[src/rtl/xsim_msg_deframer.sv]
// Receive-side portal message deframer: parses header beats and queues payload words with method/last tags.
// Define XSIM_DEFRAMER_TRACE_EN to compile header and malformed-length trace messages.
module xsim_msg_deframer #(
    parameter int unsigned DEPTH = 16
) (
    input  logic        CLK,
    input  logic        RST,
    input  logic        in_valid,
    input  logic [31:0] in_beat,
    output logic        in_ready,
    output logic        out_valid,
    output logic [31:0] out_data,
    output logic [15:0] out_method,
    output logic        out_last,
    output logic        out_nodata,
    input  logic        out_ready,
    output logic        err_len,
    output logic        busy
);

    localparam int unsigned AW   = $clog2(DEPTH);
    localparam logic [AW:0] FULL = (AW+1)'(DEPTH);

    typedef enum logic {
        IDLE,
        PAYLOAD
    } state_t;

    state_t        state, state_next;
    logic [15:0]   remaining, remaining_next;
    logic [15:0]   method_q, method_next;
    logic          accept, pop, push, err_next;
    logic [49:0]   push_entry, head;
    logic [49:0]   mem [DEPTH];
    logic [AW-1:0] wr_ptr, rd_ptr;
    logic [AW:0]   count;

    assign accept = in_valid && in_ready;
    assign pop    = out_valid && out_ready;

    always_ff @(posedge CLK or posedge RST) begin
        if (RST) begin
            state     <= IDLE;
            remaining <= '0;
            method_q  <= '0;
            err_len   <= 1'b0;
        end else begin
            state     <= state_next;
            remaining <= remaining_next;
            method_q  <= method_next;
            err_len   <= err_next;
        end
    end

    // Entry layout: {nodata, last, method[15:0], data[31:0]}
    always_comb begin
        state_next     = state;
        remaining_next = remaining;
        method_next    = method_q;
        push           = 1'b0;
        push_entry     = '0;
        err_next       = 1'b0;
        if (accept) begin
            case (state)
                IDLE: begin
                    if (in_beat[15:0] == 16'd0) begin
                        err_next = 1'b1;
                    end else if (in_beat[15:0] == 16'd1) begin
                        push       = 1'b1;
                        push_entry = {1'b1, 1'b1, in_beat[31:16], 32'h0};
                    end else begin
                        method_next    = in_beat[31:16];
                        remaining_next = in_beat[15:0] - 16'd1;
                        state_next     = PAYLOAD;
                    end
                end
                PAYLOAD: begin
                    push       = 1'b1;
                    push_entry = {1'b0, (remaining == 16'd1), method_q, in_beat};
                    if (remaining != 16'd0) begin
                        remaining_next = remaining - 16'd1;
                    end
                    if (remaining <= 16'd1) begin
                        state_next = IDLE;
                    end
                end
                default: state_next = IDLE;
            endcase
        end
    end

    always_ff @(posedge CLK or posedge RST) begin
        if (RST) begin
            wr_ptr <= '0;
            rd_ptr <= '0;
            count  <= '0;
        end else begin
            if (push) begin
                wr_ptr <= wr_ptr + AW'(1);
            end
            if (pop) begin
                rd_ptr <= rd_ptr + AW'(1);
            end
            case ({push, pop})
                2'b10:   count <= count + (AW+1)'(1);
                2'b01:   count <= count - (AW+1)'(1);
                default: count <= count;
            endcase
        end
    end

    always_ff @(posedge CLK) begin
        if (push) begin
            mem[wr_ptr] <= push_entry;
        end
    end

    // Storage is never reset, so head contents are masked whenever the FIFO is empty.
    always_comb begin
        head      = mem[rd_ptr];
        out_valid = (count != '0);
        in_ready  = !RST && (count < FULL);
        busy      = (state == PAYLOAD);
        if (out_valid) begin
            {out_nodata, out_last, out_method, out_data} = head;
        end else begin
            {out_nodata, out_last, out_method, out_data} = '0;
        end
    end

`ifdef XSIM_DEFRAMER_TRACE_EN
    always_ff @(posedge CLK) begin
        if (accept && state == IDLE) begin
            $display("xsim_msg_deframer: header method=%0d length=%0d at %0t",
                     in_beat[31:16], in_beat[15:0], $time);
            if (in_beat[15:0] == 16'd0) begin
                $display("xsim_msg_deframer: warning, zero-length header dropped, beat=%h at %0t",
                         in_beat, $time);
            end
        end
    end
`endif

endmodule

[config.mk]
export PLATFORM = sky130hd
export DESIGN_NAME = xsim_msg_deframer
export DESIGN_NICKNAME = d
export VERILOG_FILES = /design/src/rtl/xsim_msg_deframer.sv
export SDC_FILE = /design/constraint.sdc
export NUM_CORES = 1
export LEC_CHECK = 0
export CAP_MARGIN = 20
export CORE_UTILIZATION = 40
export CTS_CLUSTER_SIZE = 28
export DETAILED_ROUTE_END_ITERATION = 16
export MAX_ROUTING_LAYER = met4
export PLACE_DENSITY = 0.67
export REMOVE_ABC_BUFFERS = 1
export SYNTH_ARGS = -nofsm -noshare
export SYNTH_HDL_FRONTEND = slang
export SYNTH_SLANG_ARGS = --single-unit
[constraint.sdc]
create_clock -name CLK -period 3.9 [get_ports CLK]
set_clock_uncertainty 0.15 [all_clocks]
set_input_delay 0.39 -clock CLK [delete_from_list [all_inputs] [get_ports CLK]]
set_output_delay 0.39 -clock CLK [all_outputs]
set_load 0.1 [all_outputs]
=== Yosys cells after proc, flatten, opt, wreduce, memory -nomap -nowiden ===
Memories as Yosys holds them, arrays and structs flattened.
Index checks and enable logic that the tools add are counted.
W data, S select, Z words.

* Register bits after elaboration: 47
* Memory bits (writable): 800
* Input bits: 36
* Output and inout bits: 54
* Logic and storage cells: 62
* Memories: 1

{| class="wikitable"
|+ Memory list
! memory !! depth !! bits a word !! read ports !! clocked after memory_dff !! wr ports !! RTL line !! RTL
|-
| mem || 16 || 50 || 1 || 0 || 1 || 34 || <nowiki>logic [49:0] mem [DEPTH];</nowiki>
|}

* $add $sub $neg: 6
* $lt $le $gt $ge: 2
* Equality and inequality tests: 7
* Mux-type cells: 26
* Bitwise gates (word level): 3
* Reductions and logical operators: 10

{| class="wikitable"
|+ Operator list
! operator !! number
|-
| $mux W50 || 3
|-
| $pmux W50 S2 || 1
|-
| $mux W16 || 4
|-
| $eq A16 B1 Y1 const B || 2
|-
| $mux W32 || 1
|-
| $pmux W16 S2 || 1
|-
| $sub A16 B1 Y16 const B || 2
|-
| $le A16 B1 Y1 const B || 1
|-
| $logic_not A16 Y1 || 1
|-
| $reduce_bool A16 Y1 || 1
|-
| $mux W1 || 13
|-
| $pmux W5 S2 || 1
|-
| $add A4 B1 Y4 const B || 2
|-
| $reduce_and A4 Y1 || 2
|-
| $add A5 B1 Y5 const B || 1
|-
| $lt A5 B5 Y1 const B || 1
|-
| $reduce_bool A5 Y1 || 1
|-
| $sub A5 B1 Y5 const B || 1
|-
| $ne A2 B2 Y1 const B || 2
|-
| $pmux W1 S2 || 2
|-
| $logic_and A1 B1 Y1 || 3
|-
| $not A1 Y1 || 3
|-
| $eq A2 B1 Y1 const B || 1
|-
| $eq A2 B2 Y1 const B || 1
|-
| 3 further kinds || 3
|}

=== Depth between registers and ports, before layout ===
* Depth after elaboration: 7
* Gate-level depth with buffers: 15
* Mapped depth without buffers: 14

=== Worst setup path before layout ===
Ideal clock, no wire load.

* Path kind: in2reg
* Start: in in_beat[7]
* End: mem mem[10][0], enable pin
* Library setup time: 0.458 ns
* Arrival time: 4.197 ns
* Data required time: 3.292 ns
* Slack: -0.905 ns
* Stages on the path: 6
* Path buffers: 1
* Cells stage by stage: or4_4 or4_4 buf_6 o21ai_2 nand3b_1 nor2_1

* Longest elaborated chain between the ends: 7
* Elaborated cells on any way between the ends: 8
* Classes of those cells: eq/ne (1); mux (6); reduce/logical (1)

{| class="wikitable"
|+ Ends and longest elaborated chain
! item !! RTL line !! RTL
|-
| start, declared || 9 || <nowiki>input logic [31:0] in_beat,</nowiki>
|-
| $eq A16 B1 Y1 || 68 || <nowiki>end else if (in_beat[15:0] == 16'd1) begin</nowiki>
|-
| $mux W1 || 68 ||
|-
| $mux W1 * || 66 || <nowiki>if (in_beat[15:0] == 16'd0) begin</nowiki>
|-
| $pmux W1 S2 * || 64 || <nowiki>case (state)</nowiki>
|-
| $mux W1 * || 63 || <nowiki>if (accept) begin</nowiki>
|-
| $mux W1 * || 113 || <nowiki>if (push) begin</nowiki>
|-
| $mux W1 (implied by the code) * || 114 || <nowiki>mem[wr_ptr] <= push_entry;</nowiki>
|-
| end, declared || 34 ||
|}

Every way passes the cells marked *; elsewhere a longest branch is shown, timed or not.

=== Final worst setup path ===
* Start: reg rd_ptr[0]
* End: out out_data[30]

* Longest elaborated chain between the ends: 2

{| class="wikitable"
|+ Ends and longest elaborated chain
! item !! RTL line !! RTL
|-
| start, declared || 35 || <nowiki>logic [AW-1:0] wr_ptr, rd_ptr;</nowiki>
|-
| start signal, assigned || 102 || <nowiki>rd_ptr <= rd_ptr + AW'(1);</nowiki>
|-
| $mem_v2 Z16 W50 || - ||
|-
| $mux W32 || 124 || <nowiki>if (out_valid) begin</nowiki>
|-
| end, declared || 12 || <nowiki>output logic [31:0] out_data,</nowiki>
|}

No other way between the ends.

==> impl_results.md <==
- Compound-Gate Fraction of Synth Area: 1.95%
- Routed WL: 78200 µm
- RSZ-0062 raised after global routing: no
- Post-DR vias/cell: 5.74
- Number of enable flip-flop cells after synthesis: 800
- Simple-Gate Fraction of Synth Area: 3.88%
- Max clock buf depth: 3
- WP data required: 3360 ps
- Die area: 0.0853 mm²
- Slowest cell on crit path: dfrtp_4
- Mapped Area: 0.0336 mm²
- Max Cap Viol: 0
- Critical path buffer and inverter count: 3
- First-pass GRT wire length: 116000 µm
- Final hold viol count: 0
- Vias: 16700
- Register area share after synthesis: 74.9%
- Post-synthesis mux area share: 16.9%
- Die height: 292 µm
- Max FO, Critical Path: 24
- HP Class: in -> reg
- Status: complete, no violations
- Die Span X: 292 µm
- Slew Limit Fails: 0
- Dpl ws: 52.0 ps
- Worst slew pin tran: 1050 ps
- Layout cells sized above 1: 30.8%
- Commonest cells in the netlist: edfxtp_1, mux4_2, nand2_1
- Psw: 11.8 mW
- Fin crit period: 3740 ps
- Final worst slack: 157 ps
- Worst-Skew Late Latency: 620 ps
- Setup violations, final: 0
- Critical path class: reg -> out
- Combinational Power Share: 39.8%
- Post-synth top area cell: edfxtp_1
- Buffers on Ports: 89
- Setup_tns: 0 ps
- Most frequent cell after synthesis: edfxtp_1
- Total power: 31.4 mW
- Main combinational cell family by area after synthesis: multiplexers
- Synth area leaders: edfxtp_1, mux4_2, dfrtp_1
- Largest net degree at the start of global routing: 73
- Power Dens Cells: 793 mW/mm²
- Final HPWL from detailed placement: 44200 µm
- Crit path launch type: flop
- Gr ovfl total: 0
- CP cell instances: buf_12, buf_12, mux4_2, mux4_2, and2_1, buf_4
- Hold WS: 281 ps
- N_diodes: 0
- Syn Inst Count: 1580
- Total core area: 0.0826 mm²
- Mean Syn Cell Area: 21.3 µm²
- Fmax: 267 MHz
- Seq pwr share: 35.1%
- DR iter-0 viols: 1750
- Num Clock Sinks: 847
- Worst Setup End Kind: primary output
- Drt pass-1 iters: 5
- FF+latch count, synth: 847
- Worst Path Arrival: 3200 ps
- CTS Root Cell: clkbuf_16
- Leak Pwr: 13.1 nW
- Xor-xnor portion of the synthesized cell area: 0.599%
- DRC viols: 0
- Synth unique cells: 57
- Warnings, synthesis: 0
- Vias in the first global route: 17500
- Initial cell density of the core: 40.7%
- P&R area growth vs syn: 17.6%
- Slew headroom: 29.9%
- RD Place Congestion: 0.811
- Async S/R FF share, synth: 5.55%
- Num CTS Buffers: 83
- Antenna violations before repair: 2
- Clock power share: 25.2%
- CTS tree: built
- Htree depth: 3
- Fill cell count: 6595
- Num ports: 90
- # rows: 105
- Final ANT Viol Nets: 0
- NumNets Final: 1818
- Clock-pin slew on the worst setup and hold paths: 60 ps
- Synth Flop Type: edfxtp_1
- Maximum VDD drop: 0.684 mV
- Share of the synthesized area in the top cell type: 71.4%
- CP top delay family: multiplexers
- Synth Area in Adders: 0.521%
- Max stage delay on crit path: 580 ps
- Cell Int Power: 19.6 mW
- Crit share post-route: 96.0%
- GRT Resource Usage Total: 19.1%
- Net Sw Frac: 37.5%
- Drt wl/cell: 26.9 µm
==> area by class of cell <==
class	instances	area, µm²	area share, %
multi-input cells	631	8150	20.6
well taps	1070	1340	3.38
inverters	13	48.8	0.123
clock buffers	111	2300	5.80
clock inverters	42	390	0.986
flip-flops and latches	847	25200	63.7
repair buffers	192	2140	5.41
==> flip-flops by register name, indices dropped and copies added, names as in the netlist <==
signal / cells
wr_ptr: 4
mem: 800
busy: 1
remaining: 16
rd_ptr: 4
method_q: 16
count: 5
err_len: 1
==> worst register-to-register path: stages (launching register included) <==
cell and delay [ps]:
dfrtp_1 410, inv_1 110, ha_1 250, or4b_2 650
nor2b_1 140, buf_4 190, a21o_1 300, nand2_2 230
mux2_2 320
==> what timing repair did <==
| item | 4_1_cts | 5_1_grt |
|---|---|---|
| buffers inserted | 2 | 0 |
| hold buffers | 0 | 0 |
| setup endpoints to repair | 13 | 0 |
| gates resized for setup | 1 | 0 |
==> placed cells by master (no fill, tap or decap), drive strengths merged, types with 6 or more instances in the layout <==
master / synthesis / layout
a22o: 17 / 17
clkbuf: 60 / 111
nand4: 6 / 6
clkdlybuf4s50: 0 / 36
xor2: 10 / 10
and2: 52 / 52
inv: 13 / 17
o21ai: 21 / 21
xnor2: 13 / 13
bufinv: 0 / 6
clkinv: 0 / 29
buf: 29 / 156
ha: 14 / 14
a21oi: 12 / 12
and3: 32 / 32
nand2: 70 / 70
edfxtp: 800 / 800
nor2: 35 / 35
mux4: 250 / 250
nand3: 10 / 10
dfrtp: 47 / 47
nor3: 10 / 10
==> routing by layer <==
metal	track usage [%]	up-vias	part of all wire (%)
li1	-	6948	-
met4	4.02	0	1.6
met2	30.4	719	50
met3	3.08	105	7.4
met1	26.1	8898	41
met5	-	-	0
==> final timing paths <==
check	start	to	slack [ps]	depth (start not counted)
min	in_beat[30]	method_q[14]	280	3
max in group asynchronous	RST	method_q[8]	2490	3
min reg2reg	method_q[10]	method_q[10]	330	2
min in group asynchronous	RST	remaining[7]	290	2
max	rd_ptr[0]	out_data[30]	160	6
max reg2reg	remaining[0]	remaining[11]	1030	8
==> logic make-up after synthesis <==
family,after synthesis
DFF,847
muxes,255
and+or+nand+nor,246
buffers and inverters,102
AOI/OAI and AO/OA,93
xor gates and xnor gates,23
adders and majority gates,14
==> power groups by stage <==
stage,clock (mW),sequential (mW),combinational [mW]
finish,7.89,11.0,12.5
global route,8.35,11.0,13.1
CTS,8.02,11.0,12.7
detailed placement,0,11.3,12.6
global placement,0,11.2,12.5
floorplan,0,11.6,7.94
==> per-stage QoR <==
stage / cell area [µm²] / utilization, % / cells
final: 39600 / 47.9 / 2906
after global routing: 39600 / 47.9 / 2906
after CTS: 39600 / 47.9 / 2906
after detailed placement: 36900 / 44.6 / 2751
after global placement: 36900 / 44.6 / 2751
after floorplan: 33300 / - / 1491
Power figures use the tool's default switching activity.
